--- config.mk ---
export PLATFORM = sky130hd
export DESIGN_NAME = mem_arbiter
export DESIGN_NICKNAME = d
export VERILOG_FILES = /design/src/rtl/mem_arbiter.sv
export SDC_FILE = /design/constraint.sdc
export NUM_CORES = 1
export LEC_CHECK = 0
export CORE_MARGIN = 10
export CORE_UTILIZATION = 45
export DETAILED_ROUTE_END_ITERATION = 16
export GPL_TIMING_DRIVEN = 0
export PLACE_DENSITY_LB_ADDON = 0.12
export SYNTH_ARGS = -nofsm -noshare
export SYNTH_HDL_FRONTEND = slang
export SYNTH_SLANG_ARGS = --single-unit
--- constraint.sdc ---
create_clock -name clk -period 5.6 [get_ports clk]
set_clock_uncertainty 0.15 [all_clocks]
set_input_delay 1.4 -clock clk [delete_from_list [all_inputs] [get_ports clk]]
set_output_delay 1.4 -clock clk [all_outputs]
set_load 0.005 [all_outputs]
--- src/rtl/mem_arbiter.sv ---
// Two-port (instruction fetch / data) arbiter in front of one shared,
// variable-latency memory. Data wins ties, but instruction fetch can only be
// passed over STARVE_LIMIT times in a row. A hung memory is released after
// TIMEOUT_CYC wait cycles with an error completion.
module mem_arbiter #(
   parameter int ADDR_W       = 32,
   parameter int DATA_W       = 32,
   parameter int STARVE_LIMIT = 4,
   parameter int TIMEOUT_CYC  = 256
) (
   input  logic              clk,
   input  logic              resetn,
   input  logic              programming_done,
   input  logic              i_req,
   input  logic [ADDR_W-1:0] i_addr,
   output logic              i_ready,
   output logic [DATA_W-1:0] i_rdata,
   input  logic              d_req,
   input  logic              d_rd_wr,
   input  logic [ADDR_W-1:0] d_addr,
   input  logic [DATA_W-1:0] d_wdata,
   output logic              d_ready,
   output logic [DATA_W-1:0] d_rdata,
   output logic              err,
   output logic              mem_en,
   output logic              mem_rd_wr,
   output logic [ADDR_W-1:0] mem_addr,
   output logic [DATA_W-1:0] mem_wdata,
   input  logic              mem_ready,
   input  logic [DATA_W-1:0] mem_rdata,
   output logic              busy
);

   localparam int SW = $clog2(STARVE_LIMIT + 1);
   localparam int TW = $clog2(TIMEOUT_CYC + 1);
   localparam logic [SW-1:0] STARVE_MAX = SW'(STARVE_LIMIT);
   localparam logic [TW-1:0] TIMER_LAST = TW'(TIMEOUT_CYC - 1);

   typedef enum logic [1:0] {IDLE, WAIT_I, WAIT_D, RESP} state_t;

   state_t        state;
   state_t        state_nxt;
   logic [SW-1:0] starve_cnt;
   logic [TW-1:0] timer;
   logic          resp_d;     // current transaction belongs to the data port
   logic          resp_err;   // current transaction ended by timeout
   logic          grant_i;
   logic          grant_d;
   logic          in_wait;
   logic          accept;
   logic          expire;

   assign in_wait = (state == WAIT_I) || (state == WAIT_D);
   assign accept  = in_wait && mem_ready;
   assign expire  = in_wait && !mem_ready && (timer == TIMER_LAST);

   // Arbitration: requests are only looked at in IDLE once memory is loaded.
   always_comb begin
      grant_i = 1'b0;
      grant_d = 1'b0;
      if (state == IDLE && programming_done) begin
         if (d_req && !(i_req && starve_cnt == STARVE_MAX)) begin
            grant_d = 1'b1;
         end else if (i_req) begin
            grant_i = 1'b1;
         end
      end
   end

   // State register.
   always_ff @(posedge clk or negedge resetn) begin
      if (!resetn) begin
         state <= IDLE;
      end else begin
         state <= state_nxt;
      end
   end

   // Next-state logic.
   always_comb begin
      state_nxt = state;
      case (state)
         IDLE: begin
            if (grant_d) begin
               state_nxt = WAIT_D;
            end else if (grant_i) begin
               state_nxt = WAIT_I;
            end
         end
         WAIT_I, WAIT_D: begin
            if (accept || expire) begin
               state_nxt = RESP;
            end
         end
         RESP:    state_nxt = IDLE;
         default: state_nxt = IDLE;
      endcase
   end

   // Completion strobes and status decoded from the state.
   always_comb begin
      busy    = (state != IDLE);
      i_ready = (state == RESP) && !resp_d;
      d_ready = (state == RESP) && resp_d;
      err     = (state == RESP) && resp_err;
   end

   // Starvation counter and wait timer.
   always_ff @(posedge clk or negedge resetn) begin
      if (!resetn) begin
         starve_cnt <= '0;
         timer      <= '0;
      end else begin
         if (grant_i) begin
            starve_cnt <= '0;
         end else if (grant_d && i_req && starve_cnt != STARVE_MAX) begin
            starve_cnt <= starve_cnt + SW'(1);
         end
         if (in_wait) begin
            timer <= timer + TW'(1);
         end else begin
            timer <= '0;
         end
      end
   end

   // Issue side: one-cycle enable, request fields captured at grant and held.
   always_ff @(posedge clk or negedge resetn) begin
      if (!resetn) begin
         mem_en    <= 1'b0;
         mem_rd_wr <= 1'b0;
         mem_addr  <= '0;
         mem_wdata <= '0;
         resp_d    <= 1'b0;
      end else begin
         mem_en <= grant_i || grant_d;
         if (grant_d) begin
            mem_rd_wr <= d_rd_wr;
            mem_addr  <= d_addr;
            mem_wdata <= d_wdata;
            resp_d    <= 1'b1;
         end else if (grant_i) begin
            mem_rd_wr <= 1'b0;
            mem_addr  <= i_addr;
            mem_wdata <= '0;
            resp_d    <= 1'b0;
         end
      end
   end

   // Completion side: capture read data (zero for writes and timeouts).
   always_ff @(posedge clk or negedge resetn) begin
      if (!resetn) begin
         i_rdata  <= '0;
         d_rdata  <= '0;
         resp_err <= 1'b0;
      end else if (accept) begin
         resp_err <= 1'b0;
         if (resp_d) begin
            d_rdata <= mem_rd_wr ? '0 : mem_rdata;
         end else begin
            i_rdata <= mem_rdata;
         end
      end else if (expire) begin
         resp_err <= 1'b1;
         if (resp_d) begin
            d_rdata <= '0;
         end else begin
            i_rdata <= '0;
         end
      end
   end

endmodule

Word level (Yosys, flattened, before mapping). Index checks and enable logic that the tools add are counted.

Div/mod/pow operators: 0. Add/subtract/negate cells: 2. Order comparisons: 0. Reduce and logical (&&, ||, !) cells: 26. Bitwise logic cells: 0. Eq/ne operators: 12. Muxes and demuxes: 30. Shift-type cells: 0. $mul: 0.

Operators by type and width (count): 32-bit 2-to-1 mux (13); 1-bit logical AND (11); 1-bit 2-to-1 mux (10); 2-bit != test (second input constant) (5); 9-bit by 1-bit adder with 9-bit output (second input constant) (1); 9-bit by 8-bit equality test with 1-bit output (second input constant) (1); 9-bit 2-to-1 mux (1); 2-bit nonzero test (4); 2-bit 2-to-1 mux (3); 3-bit 2-to-1 mux (2); 3-bit != test (second input constant) (2); 2-bit one-hot mux with 3 select lines (1); 3-bit AND reduction (2); 2-bit equality test (second input constant) (2); 3-bit by 1-bit adder with 3-bit output (second input constant) (1); 3-bit equality test (second input constant) (1); 1-bit zero test (3); 1-bit logical OR (3); 2-bit by 1-bit equality test with 1-bit output (second input constant) (1); 2-bit zero test (1); 2-bit AND reduction (1); 2-bit OR reduction (1).

Latch bits: 0. Memories kept: 0. Word-level logic and storage cells: 81. ROM bits: 0. Memory bits (writable): 0. Bits in registers: 146. Output and inout bits: 134.

Longest topological paths before layout. Gate-level depths: netlist of the first run.

Word-level depth: 10. Gate-level depth with buffers: 9. Mapped depth without buffers: 7.

Worst setup path before layout of the first run. OpenSTA, ideal clock, no wires.

Path kind: input to register. Start: in programming_done. End: reg mem_addr[15]. Slack: 3.010 ns. Arrival: 2.314 ns. Path buffers: 2. Stages: 5. Setup time: 0.126 ns. Path through: and2_1 and3_4 buf_6 buf_6 a221o_1.

Word-level cells in the longest chain between the ends: 3. Elaborated cells on any way between the ends: 5.

Ends and longest elaborated chain: start, declared (line 13) `input logic programming_done,`; 1-bit logical AND * (line 61) `if (state == IDLE && programming_done) begin`; 1-bit 2-to-1 mux (line 61); 32-bit 2-to-1 mux / 2-bit nonzero test (equally long branches); end signal, assigned (line 139) `mem_addr <= d_addr;`; end signal, assigned (line 144) `mem_addr <= i_addr;`; end, declared (line 27) `output logic [ADDR_W-1:0] mem_addr,`.

Every way passes the cells marked *; elsewhere a longest branch is shown, timed or not. A chain may end at the register's enable or synchronous reset.

Worst setup path after layout of the first run.
Start: reg state[0]. End: out busy.

Word-level cells in the longest chain between the ends: 1.

Ends and longest elaborated chain: start, declared (line 41) `state_t state;`; start signal, assigned (line 75) `state <= state_nxt;`; 2-bit nonzero test (line 102) `busy = (state != IDLE);`; end, declared (line 31) `output logic busy`.

No other way between the ends.

==> results of run 1 <==
worst paths after layout:
path | endpoint | depth (start not counted)
hold reg to reg | timer[0] | 1
min in group asynchronous | d_rdata[25] | 1
setup reg to reg | d_rdata[29] | 8
max in group asynchronous | d_rdata[10] | 2
hold / removal | timer[0] | 1
setup / recovery | busy | 4
metal layers:
| layer | track usage, % | up-vias | wire length, microns |
|---|---|---|---|
| met2 | 36.2 | 212 | 9630 |
| met4 | 7.62 | 0 | 420 |
| met1 | 23.6 | 2492 | 7610 |
| met5 | 0 | - | 0 |
| met3 | 9.89 | 23 | 1790 |
| li1 | - | 2318 | - |
Yosys cell counts:
| library cell | number | area share [%] |
|---|---|---|
| dfrtp_1 | 146 | 63 |
| nand2_1 | 70 | 4.5 |
| a22o_1 | 65 | 9.8 |
| o21ai_0 | 38 | 3.3 |
| a221o_1 | 32 | 5.5 |
| and2_1 | 28 | 3.0 |
| clkbuf_1 | 17 | 1.1 |
| buf_2 | 12 | 1.0 |
| nor2_1 | 10 | 0.65 |
| and2_0 | 8 | 0.86 |
| ha_1 | 7 | 1.5 |
| inv_1 | 7 | 0.45 |
| nand3_1 | 6 | 0.52 |
| a21oi_1 | 5 | 0.43 |
| buf_6 | 5 | 0.97 |
| or3_1 | 4 | 0.43 |
| nand4_1 | 3 | 0.32 |
| xor2_1 | 3 | 0.45 |
| mux2i_1 | 2 | 0.34 |
| nor2b_1 | 2 | 0.22 |
| o211ai_1 | 2 | 0.26 |
| a21o_1 | 1 | 0.13 |
| a21oi_2 | 1 | 0.15 |
| a22oi_1 | 1 | 0.13 |
| a41o_1 | 1 | 0.17 |
| a41oi_1 | 1 | 0.15 |
| and3_4 | 1 | 0.19 |
| and3b_1 | 1 | 0.15 |
| buf_4 | 1 | 0.13 |
| inv_2 | 1 | 0.064 |
| nand3_2 | 1 | 0.17 |
| xnor2_1 | 1 | 0.15 |
per-stage QoR:
stage	TNS, ns	total power, mW	hold slack (ns)	utilization, %	instance area (sq um)
after floorplan	0	2.49	0.274	-	5820
after global placement	-380.97	3.59	0.290	69.1	8720
after detailed placement	0	3.65	0.300	69.3	8740
after CTS	0	4.80	0.308	73.9	9330
after global routing	0	5.03	0.332	73.9	9330
final	0	4.75	0.324	73.9	9330
sequential cells by signal (all words and copies together) (netlist names):
signal,cells
d_rdata,32
i_rdata,32
mem_addr,32
mem_wdata,32
timer,9
starve_cnt,3
state,2
mem_en,1
mem_rd_wr,1
resp_d,1
resp_err,1
area by class of cell:
cell class                 instances  area [sq um]
buffer                            35           188
sequential                       146          3650
timing repair buffer             269          2710
multi-input combinational        294          1950
inverter                           8          30.0
fill                             920          3290
tap                              172           215
clock inverter                    11           129
clock buffer                      20           457
power groups by stage:
stage,combinational [mW],sequential [mW],clock (mW)
after floorplan,0.788,1.70,0
after global placement,1.91,1.69,0
after detailed placement,1.96,1.70,0
after CTS,1.97,1.69,1.13
after global routing,2.10,1.74,1.19
final,1.94,1.69,1.12
logic make-up after synthesis:
kind of cell               count (synthesis)
AOI/OAI and AO/OA                        147
DFF                                      146
adders and majority gates                  7
xor gates and xnor gates                   4
muxes                                      2
and+or+nand+nor                          134
buffers and inverters                     43
==> impl_metrics.csv, run 1 <==
group,metric,value,unit
worst_setup_path,end_kind,"output port",
sta,rsz0062_at_grt,"no",
pwr,pwr-share-seq,35.7,%
sta,maxSlewHeadroom,46.4,%
detailed_routing,drt_wl_total,19500,microns
hold_path,hp-class,"reg2reg",
hold_path,hold_start,"timer[0]",
global_routing,grt_max_degree,76,
synth,synth_compound_area_share,20.0,%
sta,setup_violations,0,
clock_tree,clk_latency,0.41,ns
sta,fin_ws,2.34,ns
cells_and_area,drive_gt1_share,6.90,%
synth,synth_cell_types,32,
clock_tree,clockBufferDepth,2,
clock_tree,clk_pin_slew,0.06,ns
worst_setup_path,crit_type,"reg2out",
detailed_routing,drt_iter0_drc,241,
worst_setup_path,worstPathCellList,"inv_1, ha_1, inv_1, clkdlybuf4s50_1",
synth,yosysWarnings,0,
clock_tree,post_cts.repair.setup_buffers,0,
placed_design,finalWeightedCongestion,0.816,
run,cap_violations,0,
cells_and_area,fin_cells,955,
global_routing,antenna_found_initial,0,
sta,period_minus_slack,3.26,ns
pwr,leakagePower,4.02,nW
worst_setup_path,reg2reg_from,"timer[0]",
synth,synth_cells,483,
floorplanning,die_w,134,microns
cells_and_area,antenna_cells,0,
worst_setup_path,critPathTopFamily,"buffers and inverters",
floorplanning,core_area,12600,sq um
sta,maxSlewViolCount,0,
clock_tree,cts_tree,"built",
synth,ys_seq_area_share,62.8,%
detailed_routing,drt-vias-per-instance,5.28,
worst_setup_path,cpMostUsedCell,"inv_1",
worst_setup_path,critPathMaxFanout,6,
synth,synth_xor_area_share,0.602,%
placed_design,portBuffers,268,
worst_setup_path,crit_arrival,1.71,ns
pwr,p_comb_share,40.8,%
detailed_routing,dr.pass1.iters,4,
synth,synthMuxAreaShare,0.344,%
pwr,clockPowerShare,23.5,%
worst_setup_path,ff2ff_setup_slack,3.01,ns
detailed_routing,num_vias,5045,
synth,ys_seq_elements,146,
pwr,power.internal,3.31,mW
pwr,switching_share,30.4,%
clock_tree,cts_resized,0,
worst_setup_path,start_kind,"register",
sta,max_slew.worst_pin.slew,0.800,ns
placed_design,place_hpwl,15000,microns
synth,syn_avg_cell_area,12.0,sq um
detailed_routing,drc_errors,0,
global_routing,grt_pass1_vias,5581,
detailed_routing,routedWlPerCell,20.4,microns
synth,synth_area,5820,sq um
placed_design,pre_cts_ws,2.16,ns
clock_tree,clock-sinks,146,
worst_setup_path,crit_start,"state[0]",
worst_setup_path,cpPeakStageDelay,0.51,ns
clock_tree,cts-buffers-inserted,17,
synth,synth_top_family_by_area,"compound AO/OA/AOI/OAI gates",
global_routing,globalRoute.totalOverflow,0,
floorplanning,start_util,46.1,%
clock_tree,htreeDepth,4,
detailed_routing,final_antenna_net_count,0,
floorplanning,ioPinCount,269,
sta,finalCritPeriodShare,58.1,%
status,outcome,"completed",
worst_setup_path,critPathSlowestCell,"clkdlybuf4s50_1",
pwr,power_switching,1.44,mW
sta,hold_viol_final,0,
worst_setup_path,cp_num_buf_inv,3,
sta,max_freq,307,MHz
pwr,p_per_area,509,nW/um^2
synth,synthAdderAreaFrac,1.51,%
clock_tree,root_buffer,"clkbuf_16",
worst_setup_path,cp.required,4.05,ns
cells_and_area,fin_nets,913,
placed_design,dp.cells,924,
floorplanning,fp.dieH,134,microns
clock_tree,ctsHoldBuffers,0,
cells_and_area,syn2layout_area_growth,60.4,%
global_routing,grt_util_all_layers,21.6,%
floorplanning,die-area,17900,sq um
global_routing,grt_pass1_wl,30700,microns
synth,synthesis.nets,625,
floorplanning,rows,41,
pwr,vdd.ir_drop.worst,0.000249,V
cells_and_area,layout_commonest_cell,"clkdlybuf4s50_1",
synth,yosys.area_share.simple,11.0,%
cells_and_area,most-common-layout-cells,"267 x clkdlybuf4s50_1, 146 x dfrtp_1, 70 x nand2_1",
Power figures use the tool's default switching activity.
==> inputs of run 2 (changes only) <==
Settings changed: CORE_UTILIZATION 45 to 41.
Clock period 5.6 ns to 3.35 ns, I/O delays scaled along.
==> run 2 against run 1 <==
  * Non-clock buffer count is the same
  * Cell area increased by 0.84%
  * Setup slack worse by 1.7 ns
  * Power rose by 72%
  * Via count fell by 0.16%
  * Sequential power increased by 67%
  * Sequential share of layout area decreased by 0.33 points
  * Combinational power rose by 68%
==> impl_metrics.csv, run 2 (synthesis results as in run 1) <==
group,metric,value,unit
status,outcome,"completed",
placed_design,portBuffers,268,
detailed_routing,num_vias,5037,
clock_tree,cts_tree,"built",
worst_setup_path,cp_num_buf_inv,3,
placed_design,dp.cells,932,
global_routing,globalRoute.totalOverflow,0,
clock_tree,clock-sinks,146,
cells_and_area,antenna_cells,0,
detailed_routing,drt_iter0_drc,293,
detailed_routing,final_antenna_net_count,0,
sta,tns,0,ns
cells_and_area,most-common-layout-cells,"267 x clkdlybuf4s50_1, 146 x dfrtp_1, 70 x nand2_1",
detailed_routing,drc_errors,0,
floorplanning,die-area,19400,sq um
pwr,clockPowerShare,25.5,%
pwr,leakagePower,4.06,nW
sta,rsz0062_at_grt,"no",
pwr,switching_share,29.4,%
detailed_routing,drt_wl_total,19500,microns
detailed_routing,drt-vias-per-instance,5.23,
global_routing,antenna_found_initial,0,
cells_and_area,fin_cells,964,
worst_setup_path,critPathSlowestCell,"clkdlybuf4s50_1",
floorplanning,rows,43,
global_routing,grt_pass1_vias,5472,
global_routing,grt.met2_usage,33.0,%
clock_tree,root_buffer,"clkbuf_16",
worst_setup_path,worstPathCellList,"inv_1, ha_1, inv_1, clkdlybuf4s50_1",
pwr,pwr-share-seq,34.6,%
sta,max_slew.worst_pin.slew,0.762,ns
cells_and_area,drive_gt1_share,6.76,%
worst_setup_path,reg2reg_from,"timer[0]",
sta,hold_viol_final,0,
clock_tree,clk_latency,0.41,ns
cells_and_area,layout_commonest_cell,"clkdlybuf4s50_1",
cells_and_area,multi_input_area,1950,sq um
clock_tree,cts-buffers-inserted,17,
clock_tree,clk_pin_slew,0.06,ns
cells_and_area,syn2layout_area_growth,61.7,%
cells_and_area,fillers,1061,
worst_setup_path,crit_type,"reg2out",
global_routing,grt_pass1_wl,31100,microns
pwr,p_comb_share,39.9,%
sta,maxSlewViolCount,0,
sta,setup_violations,0,
worst_setup_path,ff2ff_setup_slack,0.84,ns
sta,finalCritPeriodShare,81.8,%
clock_tree,ctsHoldBuffers,0,
sta,fin_ws,0.609,ns
clock_tree,cts_resized,0,
global_routing,grt_max_degree,78,
global_routing,use_met1,22.5,%
cells_and_area,fin_nets,913,
global_routing,busiest_layer,"met2",
placed_design,finalWeightedCongestion,0.855,
hold_path,hp-class,"in2async",
worst_setup_path,crit_start,"state[1]",
floorplanning,die_w,139,microns
pwr,p_per_area,869,nW/um^2
sta,max_freq,365,MHz
worst_setup_path,end_kind,"output port",
clock_tree,post_cts.repair.setup_buffers,0,
floorplanning,ioPinCount,269,
worst_setup_path,cpPeakStageDelay,0.48,ns
pwr,power.internal,5.77,mW
floorplanning,start_util,41.9,%
worst_setup_path,critPathMaxFanout,6,
worst_setup_path,start_kind,"register",
sta,period_minus_slack,2.74,ns
global_routing,grt_util_all_layers,20.0,%
clock_tree,htreeDepth,4,
worst_setup_path,cp.required,2.36,ns
worst_setup_path,critPathTopFamily,"buffers and inverters",
sta,maxSlewHeadroom,48.9,%
pwr,vdd.ir_drop.worst,0.000441,V
cells_and_area,seq_area,3650,sq um
clock_tree,clockBufferDepth,2,
run,cap_violations,0,
floorplanning,fp.dieH,139,microns
detailed_routing,dr.pass1.iters,4,
global_routing,use_met3,9.11,%
worst_setup_path,cpMostUsedCell,"inv_1",
worst_setup_path,crit_arrival,1.75,ns
detailed_routing,routedWlPerCell,20.2,microns
pwr,power_switching,2.40,mW
placed_design,pre_cts_ws,0.465,ns
placed_design,place_hpwl,14900,microns
floorplanning,core_area,13900,sq um
-- run 2: cell count changes in the layout (fill, tap and decap cells not counted) --
cell,before,now
bufinv_16,2,5
clkbuf_1,18,20
clkbuf_8,2,3
inv_6,3,0
clkinv_2,1,2
clkinvlp_4,5,1
clkinv_4,0,1
-- run 2: layer usage --
layer | share of wire, % | wire (microns) | vias to the layer above
met2 | 49 | 9550 | 223
met5 | 0 | 0 | -
met3 | 10 | 2010 | 25
li1 | - | - | 2322
met1 | 39 | 7560 | 2467
met4 | 2.0 | 390 | 0
-- run 2: path summary, 6_finish.rpt --
check,to,cells past startpoint
setup / recovery,busy,4
hold / removal,i_rdata[24],1
setup reg to reg,d_rdata[7],7
hold reg to reg,timer[0],1
max in group asynchronous,mem_wdata[11],2
min in group clk,timer[0],1
-- run 2: metrics by stage --
stage	hold slack (ns)	cell area [sq um]	total power, mW	utilization (%)
global route	0.316	9410	8.68	67.8
detailed placement	0.295	8750	6.12	63.1
CTS	0.292	9410	8.28	67.8
global placement	0.286	8730	6.02	62.9
finish	0.269	9410	8.18	67.8
floorplan	0.274	5820	4.16	-
-- run 2: layout make-up --
| type | count | area share, % |
|---|---|---|
| plain buffers | 35 | 1.99 |
| clock buffers | 23 | 5.08 |
| clock inverters | 9 | 1.87 |
| inverters | 8 | 0.319 |
| multi-input cells | 294 | 20.7 |
| flip-flops and latches | 146 | 38.8 |
| well taps | 180 | 2.39 |
| repair buffers | 269 | 28.8 |
-- run 2: worst register-to-register path: stages (launching register included) --
cell and delay [ns]:
dfrtp_1 0.39, ha_1 0.26, nand3_1 0.10, nor2_1 0.05, ha_1 0.21, o211ai_1 0.64
clkbuf_1 0.40, o21ai_0 0.18
-- run 2: power by group through the flow --
stage                     registers [mW]  logic [mW]  clock network [mW]
final                               2.83        3.26                2.09
after global routing                2.91        3.56                2.21
after CTS                           2.83        3.32                2.12
after detailed placement            2.84        3.28                   0
after global placement              2.82        3.21                   0
after floorplan                     2.84        1.32                   0
